<file path="src/rtl/pe_unit_gen2_if.sv">
// Systolic PE neighbour bus: west activation in / east activation out,
// north operand-psum in / south operand-psum out, each valid-qualified.
//   master : drives a_in/b_in and their valids, observes a_out/b_out.
//   slave  : the PE side; consumes inputs and drives the registered outputs.
interface pe_unit_gen2_if #(
    parameter int unsigned DATA_WIDTH  = 8,
    parameter int unsigned ACCUM_WIDTH = 24
);
    logic [DATA_WIDTH-1:0]  a_in;
    logic                   a_in_valid;
    logic [ACCUM_WIDTH-1:0] b_in;
    logic                   b_in_valid;
    logic [DATA_WIDTH-1:0]  a_out;
    logic                   a_out_valid;
    logic [ACCUM_WIDTH-1:0] b_out;
    logic                   b_out_valid;

    modport master (
        output a_in, a_in_valid, b_in, b_in_valid,
        input  a_out, a_out_valid, b_out, b_out_valid
    );

    modport slave (
        input  a_in, a_in_valid, b_in, b_in_valid,
        output a_out, a_out_valid, b_out, b_out_valid
    );
endinterface

</file>
<file path="src/rtl/pe_unit_gen2.sv">
// Processing element for the reconfigurable systolic array. Supports
// weight-stationary, output-stationary and bypass dataflow with saturating
// accumulation and sticky overflow / protocol-error flags. All outputs are
// registered (one hop per cycle).
// Ports:
//   clk, reset          : clock, async active-high reset
//   bus (slave)         : a_in/b_in valid-qualified inputs, a_out/b_out outputs
//   mode                : 0 WS, 1 OS, 2/3 BYPASS
//   stall               : freeze every register
//   weight_in/_load     : stationary weight load
//   acc_clear, drain    : OS accumulator clear / emit
//   acc_ovf, proto_err  : sticky status flags
module pe_unit_gen2 #(
    parameter int unsigned DATA_WIDTH  = 8,
    parameter int unsigned ACCUM_WIDTH = 24,
    parameter bit          SIGNED      = 1'b1
) (
    input  logic                  clk,
    input  logic                  reset,
    pe_unit_gen2_if.slave         bus,
    input  logic [1:0]            mode,
    input  logic                  stall,
    input  logic [DATA_WIDTH-1:0] weight_in,
    input  logic                  weight_load,
    input  logic                  acc_clear,
    input  logic                  drain,
    output logic                  acc_ovf,
    output logic                  proto_err
);
    localparam int unsigned DW     = DATA_WIDTH;
    localparam int unsigned AW     = ACCUM_WIDTH;
    localparam int unsigned EXT_W  = AW + 1;
    localparam int unsigned PROD_W = 2 * DW + 2;

    typedef enum logic [1:0] {
        MODE_WS  = 2'd0,
        MODE_OS  = 2'd1,
        MODE_BYP = 2'd2
    } mode_e;

    mode_e          eff_mode;
    mode_e          mode_q, mode_d;
    logic [DW-1:0]  a_out_q, a_out_d;
    logic           a_out_valid_q, a_out_valid_d;
    logic [AW-1:0]  b_out_q, b_out_d;
    logic           b_out_valid_q, b_out_valid_d;
    logic [AW-1:0]  acc_q, acc_d;
    logic [DW-1:0]  weight_q, weight_d;
    logic           acc_ovf_q, acc_ovf_d;
    logic           proto_err_q, proto_err_d;

    logic                     fire;
    logic [DW-1:0]            operand;
    logic signed [DW:0]       a_ext, op_ext;
    logic signed [PROD_W-1:0] prod_full;
    logic [EXT_W-1:0]         prod_ext;
    logic [AW-1:0]            add_base;
    logic [EXT_W-1:0]         base_ext, sum;
    logic [AW-1:0]            sat_val;
    logic                     clamp;

    // Shared multiply / saturating adder: WS adds to the incoming psum,
    // OS adds to the accumulator (zero when a clear coincides with a fire).
    always_comb begin
        eff_mode  = (mode == 2'd3) ? MODE_BYP : mode_e'(mode);
        fire      = bus.a_in_valid & bus.b_in_valid;
        operand   = (eff_mode == MODE_WS) ? weight_q : bus.b_in[DW-1:0];
        a_ext     = {SIGNED & bus.a_in[DW-1], bus.a_in};
        op_ext    = {SIGNED & operand[DW-1], operand};
        prod_full = PROD_W'(a_ext) * PROD_W'(op_ext);
        prod_ext  = EXT_W'(prod_full);
        if (eff_mode == MODE_WS) begin
            add_base = bus.b_in;
        end else if (acc_clear) begin
            add_base = '0;
        end else begin
            add_base = acc_q;
        end
        base_ext = {SIGNED & add_base[AW-1], add_base};
        sum      = base_ext + prod_ext;
        if (SIGNED) begin
            // Signed overflow when the extra sign bit disagrees with the MSB.
            clamp   = sum[AW] ^ sum[AW-1];
            sat_val = sum[AW] ? {1'b1, {(AW-1){1'b0}}} : {1'b0, {(AW-1){1'b1}}};
        end else begin
            clamp   = sum[AW];
            sat_val = '1;
        end
        if (!clamp) begin
            sat_val = sum[AW-1:0];
        end
    end

    // Next-state for every register; stall leaves all defaults (hold).
    always_comb begin
        mode_d        = mode_q;
        a_out_d       = a_out_q;
        a_out_valid_d = a_out_valid_q;
        b_out_d       = b_out_q;
        b_out_valid_d = b_out_valid_q;
        acc_d         = acc_q;
        weight_d      = weight_q;
        acc_ovf_d     = acc_ovf_q;
        proto_err_d   = proto_err_q;

        if (!stall) begin
            mode_d = eff_mode;
            if (weight_load) begin
                weight_d = weight_in;
            end
            if ((eff_mode != mode_q) && (bus.a_in_valid || bus.b_in_valid)) begin
                proto_err_d = 1'b1;
            end

            unique case (eff_mode)
                MODE_WS: begin
                    a_out_valid_d = fire;
                    b_out_valid_d = fire;
                    if (fire) begin
                        a_out_d = bus.a_in;
                        b_out_d = sat_val;
                        if (clamp) begin
                            acc_ovf_d = 1'b1;
                        end
                    end
                end
                MODE_OS: begin
                    if (acc_clear) begin
                        acc_d     = '0;
                        acc_ovf_d = 1'b0;
                    end
                    if (drain) begin
                        // Drain wins over a coincident fire, which is dropped.
                        b_out_d       = acc_q;
                        b_out_valid_d = 1'b1;
                        a_out_valid_d = 1'b0;
                        acc_d         = '0;
                        if (fire) begin
                            proto_err_d = 1'b1;
                        end
                    end else begin
                        a_out_valid_d = fire;
                        b_out_valid_d = fire;
                        if (fire) begin
                            acc_d   = sat_val;
                            a_out_d = bus.a_in;
                            b_out_d = bus.b_in;
                            if (clamp) begin
                                acc_ovf_d = 1'b1;
                            end
                        end
                    end
                end
                default: begin
                    a_out_d       = bus.a_in;
                    b_out_d       = bus.b_in;
                    a_out_valid_d = bus.a_in_valid;
                    b_out_valid_d = bus.b_in_valid;
                end
            endcase
        end
    end

    // State register.
    always_ff @(posedge clk or posedge reset) begin
        if (reset) begin
            mode_q        <= MODE_BYP;
            a_out_q       <= '0;
            a_out_valid_q <= 1'b0;
            b_out_q       <= '0;
            b_out_valid_q <= 1'b0;
            acc_q         <= '0;
            weight_q      <= '0;
            acc_ovf_q     <= 1'b0;
            proto_err_q   <= 1'b0;
        end else begin
            mode_q        <= mode_d;
            a_out_q       <= a_out_d;
            a_out_valid_q <= a_out_valid_d;
            b_out_q       <= b_out_d;
            b_out_valid_q <= b_out_valid_d;
            acc_q         <= acc_d;
            weight_q      <= weight_d;
            acc_ovf_q     <= acc_ovf_d;
            proto_err_q   <= proto_err_d;
        end
    end

    assign bus.a_out       = a_out_q;
    assign bus.a_out_valid = a_out_valid_q;
    assign bus.b_out       = b_out_q;
    assign bus.b_out_valid = b_out_valid_q;
    assign acc_ovf         = acc_ovf_q;
    assign proto_err       = proto_err_q;
endmodule

</file>
<file path="src/flat_wrapper.sv">
// flat-port wrapper written by rule: the top's interface ports become plain ports
module pe_unit_gen2_flat 
#(
    parameter int unsigned DATA_WIDTH  = 8,
    parameter int unsigned ACCUM_WIDTH = 24,
    parameter bit          SIGNED      = 1'b1
)
  (clk, reset, mode, stall, weight_in, weight_load, acc_clear, drain, acc_ovf, proto_err, bus_a_in, bus_a_in_valid, bus_b_in, bus_b_in_valid, bus_a_out, bus_a_out_valid, bus_b_out, bus_b_out_valid);
  pe_unit_gen2_if #(.DATA_WIDTH(DATA_WIDTH), .ACCUM_WIDTH(ACCUM_WIDTH)) bus_i ();
  input  logic clk;
  input  logic reset;
  input  logic [1:0] mode;
  input  logic stall;
  input  logic [DATA_WIDTH-1:0] weight_in;
  input  logic weight_load;
  input  logic acc_clear;
  input  logic drain;
  output logic acc_ovf;
  output logic proto_err;
  input wire logic [$bits(bus_i.a_in)-1:0] bus_a_in;
  input wire logic [$bits(bus_i.a_in_valid)-1:0] bus_a_in_valid;
  input wire logic [$bits(bus_i.b_in)-1:0] bus_b_in;
  input wire logic [$bits(bus_i.b_in_valid)-1:0] bus_b_in_valid;
  output wire logic [$bits(bus_i.a_out)-1:0] bus_a_out;
  output wire logic [$bits(bus_i.a_out_valid)-1:0] bus_a_out_valid;
  output wire logic [$bits(bus_i.b_out)-1:0] bus_b_out;
  output wire logic [$bits(bus_i.b_out_valid)-1:0] bus_b_out_valid;
  assign bus_i.a_in = bus_a_in;
  assign bus_i.a_in_valid = bus_a_in_valid;
  assign bus_i.b_in = bus_b_in;
  assign bus_i.b_in_valid = bus_b_in_valid;
  assign bus_a_out = bus_i.a_out;
  assign bus_a_out_valid = bus_i.a_out_valid;
  assign bus_b_out = bus_i.b_out;
  assign bus_b_out_valid = bus_i.b_out_valid;
  pe_unit_gen2 #(.DATA_WIDTH(DATA_WIDTH), .ACCUM_WIDTH(ACCUM_WIDTH), .SIGNED(SIGNED)) u_core (.clk(clk), .reset(reset), .bus(bus_i), .mode(mode), .stall(stall), .weight_in(weight_in), .weight_load(weight_load), .acc_clear(acc_clear), .drain(drain), .acc_ovf(acc_ovf), .proto_err(proto_err));
endmodule
</file>
<file path="config.mk">
export PLATFORM = sky130hd
export DESIGN_NAME = pe_unit_gen2_flat
export DESIGN_NICKNAME = d
export VERILOG_FILES = /design/src/rtl/pe_unit_gen2_if.sv /design/src/rtl/pe_unit_gen2.sv /design/src/flat_wrapper.sv
export SDC_FILE = /design/constraint.sdc
export NUM_CORES = 1
export LEC_CHECK = 0
export ABC_AREA = 1
export CAP_MARGIN = 5
export CORE_ASPECT_RATIO = 0.5
export CORE_UTILIZATION = 55
export DETAILED_ROUTE_END_ITERATION = 10
export GPL_ROUTABILITY_DRIVEN = 0
export GPL_TIMING_DRIVEN = 0
export HOLD_SLACK_MARGIN = 0.02
export PLACE_DENSITY = 0.8
export SYNTH_ARGS = -nofsm -noshare
export SYNTH_HDL_FRONTEND = slang
export SYNTH_SLANG_ARGS = --single-unit
</file>
<file path="constraint.sdc">
create_clock -name clk -period 9.4 [get_ports clk]
set_input_delay 1.88 -clock clk [delete_from_list [all_inputs] [get_ports clk]]
set_output_delay 1.88 -clock clk [all_outputs]
set_load 0.02 [all_outputs]
</file>
==> flow_metrics.env <==
export IMPL_ant_nets=0
export IMPL_synth_top_area_share_pct=25.1
export IMPL_die_x_um=179
export IMPL_wl_per_cell_um=18.3
export IMPL_criticalPathCategory="input port to flip-flop"
export IMPL_n_antenna_cell=0
export IMPL_post_cts_buffers=0
export IMPL_fin_util_pct=67.2
export IMPL_syn_nets=1282
export IMPL_netlist_instances=1068
export IMPL_status="finished, violations left"
export IMPL_min_path_type="flip-flop to flip-flop"
export IMPL_cts_repair_resized=0
export IMPL_synth_ff_type="dfrtp_1"
export IMPL_crit_buf_inv=8
export IMPL_io_buffers=84
export IMPL_grt_antenna_before_repair=1
export IMPL_rsz0062_at_grt="no"
export IMPL_finClkSkew_ps=7.22
export IMPL_nFillCells=1204
export IMPL_crit_required_ps=9670
export IMPL_yosysTopAreaCell="fa_1"
export IMPL_clk_latency_ps=350
export IMPL_cp_end_kind="flip-flop"
export IMPL_async_flop_share_pct=100
export IMPL_drtIter0Drc=1091
export IMPL_cp_top_family="adder cells"
export IMPL_fin_crit_ps=8860
export IMPL_synthTopCellsByArea="fa_1, dfrtp_1, inv_1"
export IMPL_ys_seq_area_share_pct=20.4
export IMPL_slowest_stage="nand2_1"
export IMPL_grt_pass1_wl_mm=40.8
export IMPL_final_cells=1366
export IMPL_clk_pin_slew_ps=60
export IMPL_synth_area_per_cell_um2=8.05
export IMPL_area_growth_pct=16.2
export IMPL_worst_hold_slack_ps=481
export IMPL_maxCapViolCount=0
export IMPL_cts_sinks=70
export IMPL_syn_area_um2=8600
export IMPL_dieHeight_um=90.4
export IMPL_setup_tns_final_ps=0
export IMPL_grt_max_degree=71
export IMPL_cts_buffer_depth=2
export IMPL_cp_slowest_stage_delay_ps=870
export IMPL_first_global_vias=8072
export IMPL_drt_pass1_iterations=9
export IMPL_drv_slew=0
export IMPL_path_max_fanout=17
export IMPL_dieArea_um2=16200
export IMPL_post_route_period_util_pct=94.3
export IMPL_yosys_cell_types_count=42
export IMPL_viasPerCell=5.90
export IMPL_start_util_pct=57.9
export IMPL_cts_max_level=3
export IMPL_rows=31
export IMPL_routed_wl_mm=25.0
export IMPL_finalSetupViolations=0
export IMPL_drive_above_1_share_pct=5.99
export IMPL_hpwl_mm=20.0
export IMPL_hold_violations=0
export IMPL_drc_errors=1
export IMPL_cts_inserted_buffers=9
export IMPL_overflow=0
export IMPL_ios=86
export IMPL_max_clock_freq_mhz=113
export IMPL_root_buffer="clkbuf_16"
export IMPL_fin_nets=1377
export IMPL_worst_setup_path_start_kind="input port"
export IMPL_synth_edf_count=0
export IMPL_cts_tree="built"
export IMPL_grtUsageTotal_pct=32.6
export IMPL_core_area_um2=14900
export IMPL_vias=8059
export IMPL_violations="DRC"
export IMPL_cts_hold_buf=0
export IMPL_relSlewSlack_pct=24.5
export IMPL_crit_arrival_ps=9130
export IMPL_ys_warn_count=0
export IMPL_worst_slew_pin_slew_ps=1130
export IMPL_ys_ff_latch=70
export IMPL_dp_cells=1350
[registers in the layout, indices dropped and copies added, names as in the netlist]
register	flops
u_core.weight_q	8
u_core.acc_q	24
u_core.mode_q	2
u_core.proto_err	1
u_core.bus.b_out_valid	1
u_core.bus.a_out	8
u_core.bus.b_out	24
u_core.bus.a_out_valid	1
u_core.acc_ovf	1
[layout make-up]
class | instances | area (um2) | share of cell area [%]
Multi-Input combinational cell | 761 | 5900 | 59.1
Buffer | 40 | 206 | 2.07
Inverter | 197 | 742 | 7.43
Timing Repair Buffer | 84 | 841 | 8.42
Sequential cell | 70 | 1750 | 17.5
Clock buffer | 9 | 225 | 2.25
Tap cell | 198 | 248 | 2.48
Clock inverter | 7 | 72.6 | 0.727
[final timing paths]
| kind | end | start | slack, ps | depth (start not counted) |
|---|---|---|---|---|
| worst max register to register | u_core.bus.b_out[20] | u_core.weight_q[0] | 2660 | 24 |
| max in group asynchronous | u_core.bus.b_out[13] | reset | 6730 | 2 |
| min in group asynchronous | u_core.weight_q[0] | reset | 2070 | 2 |
| worst max-delay path | u_core.bus.b_out[20] | mode[0] | 540 | 27 |
| worst min-delay path | u_core.proto_err | u_core.proto_err | 480 | 1 |
| worst min register to register | u_core.proto_err | u_core.proto_err | 480 | 1 |
[cells by family after synthesis]
| logic type | synth area share [%] |
|---|---|
| compound gates | 14.1 |
| flops | 20.4 |
| buf+inv | 11.0 |
| xor+xnor | 1.83 |
| simple gates | 18.8 |
| mux | 0.524 |
| fa+ha+maj | 33.3 |
[synthesized netlist by cell type (6+ instances only)]
master / n
inv_1: 192
xnor2_1: 11
fa_1: 108
a21oi_1: 53
ha_1: 56
dfrtp_1: 69
a221oi_1: 24
nand2_1: 188
a31oi_1: 22
o21ai_0: 61
a21boi_1: 18
nand4_1: 8
buf_2: 9
xor2_1: 7
buf_6: 6
clkbuf_1: 25
nand3_1: 61
nor2_1: 87
nand2_2: 12
[placed cells by master, fill, tap and decap left out, types with 25 or more instances in the layout]
cell,n
nand2_1,188
clkdlybuf4s50_1,84
clkbuf_1,25
inv_1,191
dfrtp_1,69
nor2_1,87
a21oi_1,53
o21ai_0,61
ha_1,56
nand3_1,61
fa_1,108
[layer usage]
metal	up-vias	GRT usage (%)	share of wire [%]
met3	78	7.70	11
li1	3613	-	-
met2	510	47.9	43
met1	3856	47.6	43
met5	-	0	0.052
met4	2	9.60	2.8
[worst register-to-register path, cell delays in order (launching register included)]
cell and delay (ps):
dfrtp_1 380, or2_2 290, o21ai_0 170, inv_1 230
nand2_1 870, fa_1 580, inv_1 90, fa_1 450
fa_1 510, fa_1 500, inv_1 60, fa_1 500
inv_1 40, ha_1 360, a21oi_1 250, nand2_1 210
nand3_2 170, nand3_2 90, nand2_1 60, nand2_1 90
nand2_1 100, buf_6 160, buf_6 180, nand3_1 130
a21oi_1 160
[per-stage QoR]
stage	worst slack [ps]	instance area (um2)
after floorplan	1730	8600
after global placement	428	9690
after detailed placement	271	9690
after CTS	569	9990
after global routing	112	9990
final	536	9990
Power is not shown: default switching activity piles up to over one toggle a cycle in this logic, so the estimate is an artifact.
